==> config.mk <==
export PLATFORM = sky130hd
export DESIGN_NAME = hazard_stall_ctrl
export DESIGN_NICKNAME = d
export VERILOG_FILES = /design/src/rtl/hazard_pkg.sv /design/src/rtl/load_use_detect.sv /design/src/rtl/hazard_stall_ctrl.sv
export SDC_FILE = /design/constraint.sdc
export NUM_CORES = 1
export LEC_CHECK = 0
export CORE_MARGIN = 5
export CORE_UTILIZATION = 48
export CTS_CLUSTER_SIZE = 12
export DETAILED_ROUTE_END_ITERATION = 16
export MAX_ROUTING_LAYER = met4
export PLACE_DENSITY = 0.84
export SETUP_SLACK_MARGIN = 0.4
export SLEW_MARGIN = 5
export SYNTH_ARGS = -nofsm -noshare
export SYNTH_HDL_FRONTEND = slang
export SYNTH_SLANG_ARGS = --single-unit
==> constraint.sdc <==
create_clock -name clk -period 5.4 [get_ports clk]
set_input_delay 1.08 -clock clk [delete_from_list [all_inputs] [get_ports clk]]
set_output_delay 1.08 -clock clk [all_outputs]
set_load 0.01 [all_outputs]
==> src/rtl/hazard_pkg.sv <==
// Shared types and constants for the pipeline hazard / stall controller.
package hazard_pkg;

    // Controller state. MEM_WAIT is transparent: on release the FSM
    // resumes whatever state it was in when the memory stall began.
    typedef enum logic [1:0] {
        RUN      = 2'd0,
        MD_BUSY  = 2'd1,
        MEM_WAIT = 2'd2
    } state_t;

    // Register $0 is hard-wired to zero and never creates a dependency.
    localparam logic [4:0] REG_ZERO = 5'd0;

    // Default mult/div occupancy of EX, counting the issue cycle.
    localparam int MD_LATENCY_DEF = 32;

    // Default width of the mult/div down-counter.
    localparam int CNT_W_DEF = 8;

    // Pipeline control bundle produced each cycle by the controller.
    typedef struct packed {
        logic pc_wr;
        logic if_id_wr;
        logic if_id_flush;
        logic id_ex_ctrl;
        logic id_ex_hold;
        logic ex_mem_hold;
        logic md_busy;
    } ctrl_t;

    // Free-running pipeline: PC and IF/ID advance, nothing held or flushed.
    localparam ctrl_t CTRL_RUN = '{
        pc_wr:       1'b1,
        if_id_wr:    1'b1,
        if_id_flush: 1'b0,
        id_ex_ctrl:  1'b0,
        id_ex_hold:  1'b0,
        ex_mem_hold: 1'b0,
        md_busy:     1'b0
    };

endpackage : hazard_pkg

==> src/rtl/load_use_detect.sv <==
// Load-use hazard comparator: flags an ID instruction that reads the
// destination of a load currently in EX. Purely combinational.
module load_use_detect
    import hazard_pkg::*;
(
    input  logic [4:0] Rs_id,
    input  logic [4:0] Rt_id,
    input  logic       uses_rt_id,
    input  logic [4:0] Rt_ex,
    input  logic       MemtoReg_ex,
    input  logic       RegWr_ex,
    output logic       hit
);

    logic ex_is_load_wr;
    logic rs_match;
    logic rt_match;

    // A load that really writes a non-zero register is a potential producer.
    assign ex_is_load_wr = MemtoReg_ex & RegWr_ex & (Rt_ex != REG_ZERO);

    // Rs is always read; Rt only matters when the ID instruction consumes it.
    assign rs_match = (Rt_ex == Rs_id);
    assign rt_match = uses_rt_id & (Rt_ex == Rt_id);

    assign hit = ex_is_load_wr & (rs_match | rt_match);

endmodule : load_use_detect

==> src/rtl/hazard_stall_ctrl.sv <==
// Pipeline hazard and stall controller for the 5-stage MIPS core.
// Drives PC, IF/ID, ID/EX and EX/MEM enables for load-use interlock,
// taken-branch flush, multi-cycle mult/div and data-memory wait.
// Optional performance counters are built when HAZARD_PERF_CNT_EN is defined.
module hazard_stall_ctrl
    import hazard_pkg::*;
#(
    parameter int MD_LATENCY = MD_LATENCY_DEF,
    parameter int CNT_W      = CNT_W_DEF
)
(
    input  logic       clk,
    input  logic       rst,
    input  logic [4:0] Rs_id,
    input  logic [4:0] Rt_id,
    input  logic       uses_rt_id,
    input  logic [4:0] Rt_ex,
    input  logic       MemtoReg_ex,
    input  logic       RegWr_ex,
    input  logic       branch_taken,
    input  logic       md_start,
    input  logic       mem_wait,
    output logic       pc_wr,
    output logic       if_id_wr,
    output logic       if_id_flush,
    output logic       id_ex_ctrl,
    output logic       id_ex_hold,
    output logic       ex_mem_hold,
    output logic       md_busy
`ifdef HAZARD_PERF_CNT_EN
    ,
    output logic [31:0] stall_cycles,
    output logic [15:0] flush_count
`endif
);

    // The issue cycle stalls too, so the counter covers the remaining
    // MD_LATENCY-1 cycles, ending on the cycle where it reads zero.
    localparam logic [CNT_W-1:0] MD_RELOAD = CNT_W'(MD_LATENCY - 2);

    state_t           state;
    state_t           state_nxt;
    state_t           saved_state;
    state_t           saved_nxt;
    state_t           eff_state;
    logic [CNT_W-1:0] md_cnt;
    logic [CNT_W-1:0] cnt_nxt;
    logic             lu_hit;
    ctrl_t            ctrl;

    load_use_detect u_load_use_detect (
        .Rs_id       (Rs_id),
        .Rt_id       (Rt_id),
        .uses_rt_id  (uses_rt_id),
        .Rt_ex       (Rt_ex),
        .MemtoReg_ex (MemtoReg_ex),
        .RegWr_ex    (RegWr_ex),
        .hit         (lu_hit)
    );

    // Once mem_wait drops, MEM_WAIT behaves exactly like the saved state,
    // so the release cycle already does useful work.
    assign eff_state = (state == MEM_WAIT) ? saved_state : state;

    // State register: FSM state, pre-stall state and mult/div counter.
    always_ff @(posedge clk) begin
        // NOTE: sequential state uses non-blocking assignments so every
        // register samples the pre-edge values regardless of statement order.
        if (rst) begin
            state       <= RUN;
            saved_state <= RUN;
            md_cnt      <= '0;
        end else begin
            state       <= state_nxt;
            saved_state <= saved_nxt;
            md_cnt      <= cnt_nxt;
        end
    end

    // Next-state logic: memory wait freezes everything, otherwise the
    // effective state decides between running, issuing and counting down.
    always_comb begin
        // NOTE: defaults first so every path assigns every variable and no
        // latch is inferred.
        state_nxt = eff_state;
        saved_nxt = saved_state;
        cnt_nxt   = md_cnt;

        if (mem_wait) begin
            state_nxt = MEM_WAIT;
            saved_nxt = eff_state;
        end else begin
            unique case (eff_state)
                MD_BUSY: begin
                    if (md_cnt == '0) begin
                        state_nxt = RUN;
                    end else begin
                        cnt_nxt = md_cnt - 1'b1;
                    end
                end
                RUN: begin
                    // A taken branch owns EX, so a concurrent md_start is
                    // not a real mult/div and must not issue.
                    if (!branch_taken && md_start) begin
                        state_nxt = MD_BUSY;
                        cnt_nxt   = MD_RELOAD;
                    end
                end
                default: begin
                    state_nxt = RUN;
                end
            endcase
        end
    end

    // Output logic: prioritised stall/flush requests for the current cycle.
    always_comb begin
        ctrl = CTRL_RUN;

        if (rst) begin
            ctrl = CTRL_RUN;
        end else if (mem_wait) begin
            // Freeze the whole front end and EX/MEM until memory responds;
            // an in-flight mult/div still occupies its unit.
            ctrl.pc_wr       = 1'b0;
            ctrl.if_id_wr    = 1'b0;
            ctrl.id_ex_hold  = 1'b1;
            ctrl.ex_mem_hold = 1'b1;
            ctrl.md_busy     = (eff_state == MD_BUSY);
        end else begin
            unique case (eff_state)
                MD_BUSY: begin
                    ctrl.pc_wr      = 1'b0;
                    ctrl.if_id_wr   = 1'b0;
                    ctrl.id_ex_hold = 1'b1;
                    ctrl.md_busy    = 1'b1;
                end
                RUN: begin
                    if (branch_taken) begin
                        // Squash the two younger instructions; target loads.
                        ctrl.if_id_flush = 1'b1;
                        ctrl.id_ex_ctrl  = 1'b1;
                    end else if (md_start) begin
                        ctrl.pc_wr      = 1'b0;
                        ctrl.if_id_wr   = 1'b0;
                        ctrl.id_ex_hold = 1'b1;
                        ctrl.md_busy    = 1'b1;
                    end else if (lu_hit) begin
                        // One bubble; it clears MemtoReg in EX so the
                        // hazard does not retrigger next cycle.
                        ctrl.pc_wr      = 1'b0;
                        ctrl.if_id_wr   = 1'b0;
                        ctrl.id_ex_ctrl = 1'b1;
                    end
                end
                default: begin
                    ctrl = CTRL_RUN;
                end
            endcase
        end
    end

    assign pc_wr       = ctrl.pc_wr;
    assign if_id_wr    = ctrl.if_id_wr;
    assign if_id_flush = ctrl.if_id_flush;
    // Holding ID/EX and bubbling it are contradictory; hold wins.
    assign id_ex_ctrl  = ctrl.id_ex_ctrl & ~ctrl.id_ex_hold;
    assign id_ex_hold  = ctrl.id_ex_hold;
    assign ex_mem_hold = ctrl.ex_mem_hold;
    assign md_busy     = ctrl.md_busy;

`ifdef HAZARD_PERF_CNT_EN
    // Saturating stall-cycle and flush event counters.
    always_ff @(posedge clk) begin
        if (rst) begin
            stall_cycles <= '0;
            flush_count  <= '0;
        end else begin
            if (!pc_wr && (stall_cycles != '1)) begin
                stall_cycles <= stall_cycles + 32'd1;
            end
            if (if_id_flush && (flush_count != '1)) begin
                flush_count <= flush_count + 16'd1;
            end
        end
    end
`endif

endmodule : hazard_stall_ctrl

==> results of run 1 <==
## final cells by class
| cell class | count | area, um^2 | area share (%) |
|---|---|---|---|
| multi-input combinational | 88 | 591 | 49.5 |
| inverter | 5 | 18.8 | 1.57 |
| sequential | 12 | 240 | 20.1 |
| timing repair buffer | 29 | 290 | 24.3 |
| tap | 25 | 31.3 | 2.62 |
| clock buffer | 3 | 22.5 | 1.89 |
## cell usage in the layout (no fill, tap or decap), types with 2 or more instances in the layout
master | netlist | routed
a21oi_1 | 8 | 8
a311oi_1 | 4 | 4
a31oi_1 | 4 | 4
clkbuf_4 | 0 | 3
clkdlybuf4s50_1 | 0 | 29
dfxtp_1 | 12 | 12
ha_1 | 2 | 2
inv_1 | 5 | 5
nand2b_1 | 3 | 3
nand4_1 | 2 | 2
nor2_1 | 11 | 11
nor3_1 | 7 | 7
nor4_1 | 4 | 4
o21a_1 | 3 | 3
o21ai_0 | 4 | 4
o21bai_1 | 2 | 2
o22ai_1 | 2 | 2
or2_2 | 2 | 2
or3_1 | 3 | 3
xor2_1 | 9 | 9
## logic make-up after synthesis
kind of cell / after synthesis / share of synthesized area, %
adder cells (fa/ha/maj): 2 / 2.83
flip-flops: 12 / 27.2
XOR/XNOR: 10 / 9.90
AND/OR/NAND/NOR: 38 / 23.2
buffers and inverters: 11 / 6.08
AO/OA/AOI/OAI: 38 / 30.8
## where the power goes
group          internal, uW  switching (uW)  total, uW
Sequential             92.0            5.17       97.2
Combinational          37.0            32.3       69.3
Clock                  25.8            26.9       52.7
## worst min-delay path: stages (launching register included)
cell and delay, ps:
dfxtp_1 310, o21ai_0 70, a21oi_1 60
## cell usage after synthesis (4+ instances only)
cell	instances
inv_1	5
nor3_1	7
o21ai_0	4
dfxtp_1	12
xor2_1	9
nor4_1	4
a21oi_1	8
a311oi_1	4
nor2_1	11
a31oi_1	4
## metrics by stage
step	cell area, um^2	total power, uW	utilization (%)	hold slack, ps
floorplan	885	136	-	444
global route	1190	234	68.4	504
CTS	1190	220	68.4	479
detailed placement	1170	168	67.1	469
global placement	1170	165	67.1	459
finish	1190	219	68.4	483
## metal layers
metal,wire [um],vias to the layer above,track usage [%]
li1,-,475,-
met1,1010,447,24.4
met2,1270,39,34.3
met3,174,8,6.20
met4,41,0,8.09
met5,0,-,-
## worst paths after layout
check	startpoint	end	slack, ps	depth (start not counted)
setup reg to reg	state[0]	md_cnt[2]	3110	4
hold reg to reg	md_cnt[5]	md_cnt[5]	480	2
setup / recovery	Rt_ex[3]	if_id_wr	1280	6
hold / removal	md_cnt[5]	md_cnt[5]	480	2
## state kept, by name, indices dropped and copies added, names as in the netlist
signal       flops
saved_state      2
state            2
md_cnt           8
==> metrics, run 1 <==
Slew headroom=22.5%; first-pass GRT wire length=4220 um; Hold Buf Count CTS=0; final setup vio count=0; Ports=30; fraction of registers with async set or reset after synthesis=0%; vias in the first global route=916; Chip Height=52.9 um; total gr overflow=0; drt wl/cell=15.4 um; layout cells sized above 1=5.84%; register area share after synthesis=27.2%; CP max stage cell=clkdlybuf4s50_1; count of different cell masters after synthesis=40; Avg Cell Area, Syn=7.97 um^2; cts bufs inserted=3; postcts setup bufs=0; initial antenna violation count=0; NumNets Final=164; worst-case clock buffer depth=2; Yosys top cell by area=dfxtp_1; via/cell ratio=5.98; CTS tree=built; Post-Syn Area=885 um^2; Cells after Synth=111; Rows=15; post-route non-filler standard cell count=162; Post-CTS Resized=0; clock latency on the worst-skew pair=270 ps; Worst Setup Start Kind=primary input; via count=969; WL final=2500 um; DP Wirelength=2010 um; detailed router's first-iteration violation count=27; RSZ-0062 raised after global routing=false; core area=1750 um^2; GPL Wtd Cong=0.860; Worst IR Drop VDD=0.125 mV; antenna fix cells=0; Yosys top cell area share=27.2%; Final Critical Period=4120 ps; ys flop type=dfxtp_1; fmax=243 MHz; Synth warnings=0; gr usage total=21.1%; Post-synth EDFFs=0; max_cap viols=0; placed insts=159; Power Density=184 nW/um^2; Setup WS pre-CTS=1300 ps; clock sink count=12; Hold WC Path Type=register to register; buffers added on ports=29; period utilization=76.2%; Top cell by count, worst path=clkdlybuf4s50_1; Clock Skew=8.81 ps; Worst setup EP type=output pin; crit-path cells=clkdlybuf4s50_1, xor2_1, nor4_1, a32oi_1, o21ba_2, clkdlybuf4s50_1; drt pass-1 iters=4; largest net degree at the start of global routing=17; root buf cell=clkbuf_4; Syn-to-layout area delta=34.9%; Die ar.=2800 um^2; worst-margin pin slew=1160 ps; max-slew violation count=0; kind of critical path=primary input to output pin; ANT nets after route=0; worst path buffer plus inverter count=2; CTS H-tree depth=1; Initial Util=50.7%; status=finished, final reports clean; Crit Path Max Fanout=3; Fillers=161; delay-heaviest family, CP=buffers and inverters; Worst EP required=4320 ps; max incr delay on CP=500 ps; syn nets=136; Worst EP arrival=3040 ps; Final Worst Setup Slack=1280 ps; Yosys reg bits=12; dominant cells by area after synthesis=dfxtp_1, xor2_1, nor2_1; Remaining DRCs=0; LEAKAGE=0.000430 uW; Clock Pin Slew Worst Setup and Hold Paths=60 ps; die width=52.9 um; setup TNS=0 ps; Final Hold Fails=0
Power figures use the tool's default switching activity.
==> run 2, diff against run 1 <==
--- a/config.mk
+++ b/config.mk
@@ -6,11 +6,11 @@
 export NUM_CORES = 1
 export LEC_CHECK = 0
 export CORE_MARGIN = 5
-export CORE_UTILIZATION = 48
+export CORE_UTILIZATION = 44
 export CTS_CLUSTER_SIZE = 12
 export DETAILED_ROUTE_END_ITERATION = 16
 export MAX_ROUTING_LAYER = met4
-export PLACE_DENSITY = 0.84
+export PLACE_DENSITY = 0.78
 export SETUP_SLACK_MARGIN = 0.4
 export SLEW_MARGIN = 5
 export SYNTH_ARGS = -nofsm -noshare
==> constraint.sdc (replaced) <==
create_clock -name clk -period 3.9 [get_ports clk]
set_input_delay 0.78 -clock clk [delete_from_list [all_inputs] [get_ports clk]]
set_output_delay 0.78 -clock clk [all_outputs]
set_load 0.01 [all_outputs]
==> run 2 against run 1 <==
  * Sequential share of layout area decreased by 0.69 points
  * Highest routed layer unchanged
  * Count of clock-buffer cells in the layout increased by 1
  * Critical path depth unchanged
  * Final cell count increased by 3.1%
  * Non-clock buffer count increased by 2
  * Cell area increased by 3.6%
  * Sequential power increased by 39%
  * Critical path type unchanged
  * First-iteration DRC count decreased by 3.7%
  * Flip-flop and latch count unchanged
==> metrics, run 2 (synthesis gave the netlist of run 1 again) <==
status=finished, final reports clean; kind of critical path=primary input to output pin; Remaining DRCs=0; Worst setup EP type=output pin; worst-case clock buffer depth=2; Hold WC Path Type=register to register; Initial Util=45.6%; Rows=16; flop-to-flop setup slack=1820 ps; Setup WS pre-CTS=403 ps; initial antenna violation count=0; CTS H-tree depth=1; Power Density=270 nW/um^2; drt wl/cell=15.3 um; Slew headroom=58.9%; gr usage total=20.1%; die width=54.8 um; Final Critical Period=3470 ps; worst-margin pin slew=610 ps; GPL Wtd Cong=0.879; core area=1940 um^2; commonest non-fill, non-tap cell in the layout=clkdlybuf4s50_1; Final Hold Fails=0; Top reg by flops=md_cnt; clock sink count=12; cts bufs inserted=3; antenna fix cells=0; Final Worst Setup Slack=433 ps; CP max stage cell=clkdlybuf4s50_1; Clock Pin Slew Worst Setup and Hold Paths=80 ps; Chip Height=54.8 um; fmax=288 MHz; NumNets Final=166; Clock Skew=0.577 ps; post-layout instance area=1240 um^2; vias in the first global route=932; WL final=2550 um; Ports=30; LEAKAGE=0.000454 uW; post-route non-filler standard cell count=167; first-pass GRT wire length=4240 um; buffers added on ports=29; crit-path cells=clkdlybuf4s50_1, xor2_1, nor4_2, a32oi_1, o21bai_1, clkdlybuf4s50_1; root buf cell=clkbuf_4; largest net degree at the start of global routing=15; max-slew violation count=0; largest registers=md_cnt x8, saved_state x2, state x2; Worst EP required=3120 ps; Worst Setup Start Kind=primary input; setup TNS=0 ps; period utilization=88.9%; max reg flops=8; via/cell ratio=5.92; final setup vio count=0; placed insts=163; RSZ-0062 raised after global routing=true; Top cell by count, worst path=clkdlybuf4s50_1; via count=989; ANT nets after route=0; Syn-to-layout area delta=39.7%; max incr delay on CP=570 ps; Crit Path Max Fanout=3; CTS tree=built; clock latency on the worst-skew pair=280 ps; DP Area=1190 um^2; Die ar.=3010 um^2; max_cap viols=0; Worst EP arrival=2690 ps; total gr overflow=0; drt pass-1 iters=4; Worst IR Drop VDD=0.239 mV; detailed router's first-iteration violation count=26; layout cells sized above 1=9.29%; commonest cells after routing, fill and taps aside=clkdlybuf4s50_1, dfxtp_1, nor2_1; worst path buffer plus inverter count=2; DP Wirelength=2070 um; delay-heaviest family, CP=buffers and inverters
[run 2: area by class of cell]
| cell class | instances | area, um^2 |
|---|---|---|
| well taps | 27 | 33.8 |
| fillers | 172 | 706 |
| flip-flops and latches | 12 | 240 |
| clock buffers | 4 | 36.3 |
| multi-input cells | 88 | 601 |
| repair buffers | 31 | 307 |
| inverters | 5 | 18.8 |
[run 2: worst paths after layout]
kind                  start          to  depth (start not counted)
hold / removal    md_cnt[7]   md_cnt[7]                          2
setup / recovery   Rt_ex[3]  id_ex_ctrl                          6
hold reg to reg   md_cnt[7]   md_cnt[7]                          2
setup reg to reg  md_cnt[3]   md_cnt[2]                          4
[run 2: through the flow]
step | util [%] | hold slack (ps) | power (uW)
2_1_floorplan | - | 444 | 189
3_3_place_gp | 61.2 | 464 | 230
3_5_place_dp | 61.2 | 460 | 233
4_1_cts | 63.0 | 472 | 335
5_1_grt | 63.7 | 506 | 353
6_report | 63.7 | 472 | 334
[run 2: layer usage]
| layer | part of all wire (%) | track usage (%) | up-vias |
|---|---|---|---|
| li1 | - | - | 478 |
| met1 | 39 | 22.2 | 462 |
| met2 | 53 | 33.5 | 39 |
| met3 | 5.3 | 6.27 | 10 |
| met4 | 2.6 | 7.47 | 0 |
| met5 | 0 | - | - |
[run 2: where the power goes]
| group | total, uW | switching (uW) | internal (uW) |
|---|---|---|---|
| Clock | 101 | 44.0 | 56.8 |
| Combinational | 98.2 | 45.8 | 52.3 |
| Sequential | 135 | 7.26 | 127 |
| Total | 334 | 97.0 | 236 |
[run 2: what timing repair did]
| action | CTS | global route |
|---|---|---|
| setup endpoints to repair | 1 | 3 |
| gates resized for setup | 1 | 3 |
| pin swaps | 0 | 1 |
| setup buffers | 0 | 0 |
| hold buffers | 0 | 0 |
[run 2: worst reg2reg max path: stages, from the launching register on]
cell and delay [ps]:
dfxtp_1 370, or3_1 490, nor4_1 590, nor3_1 230
a311oi_1 310
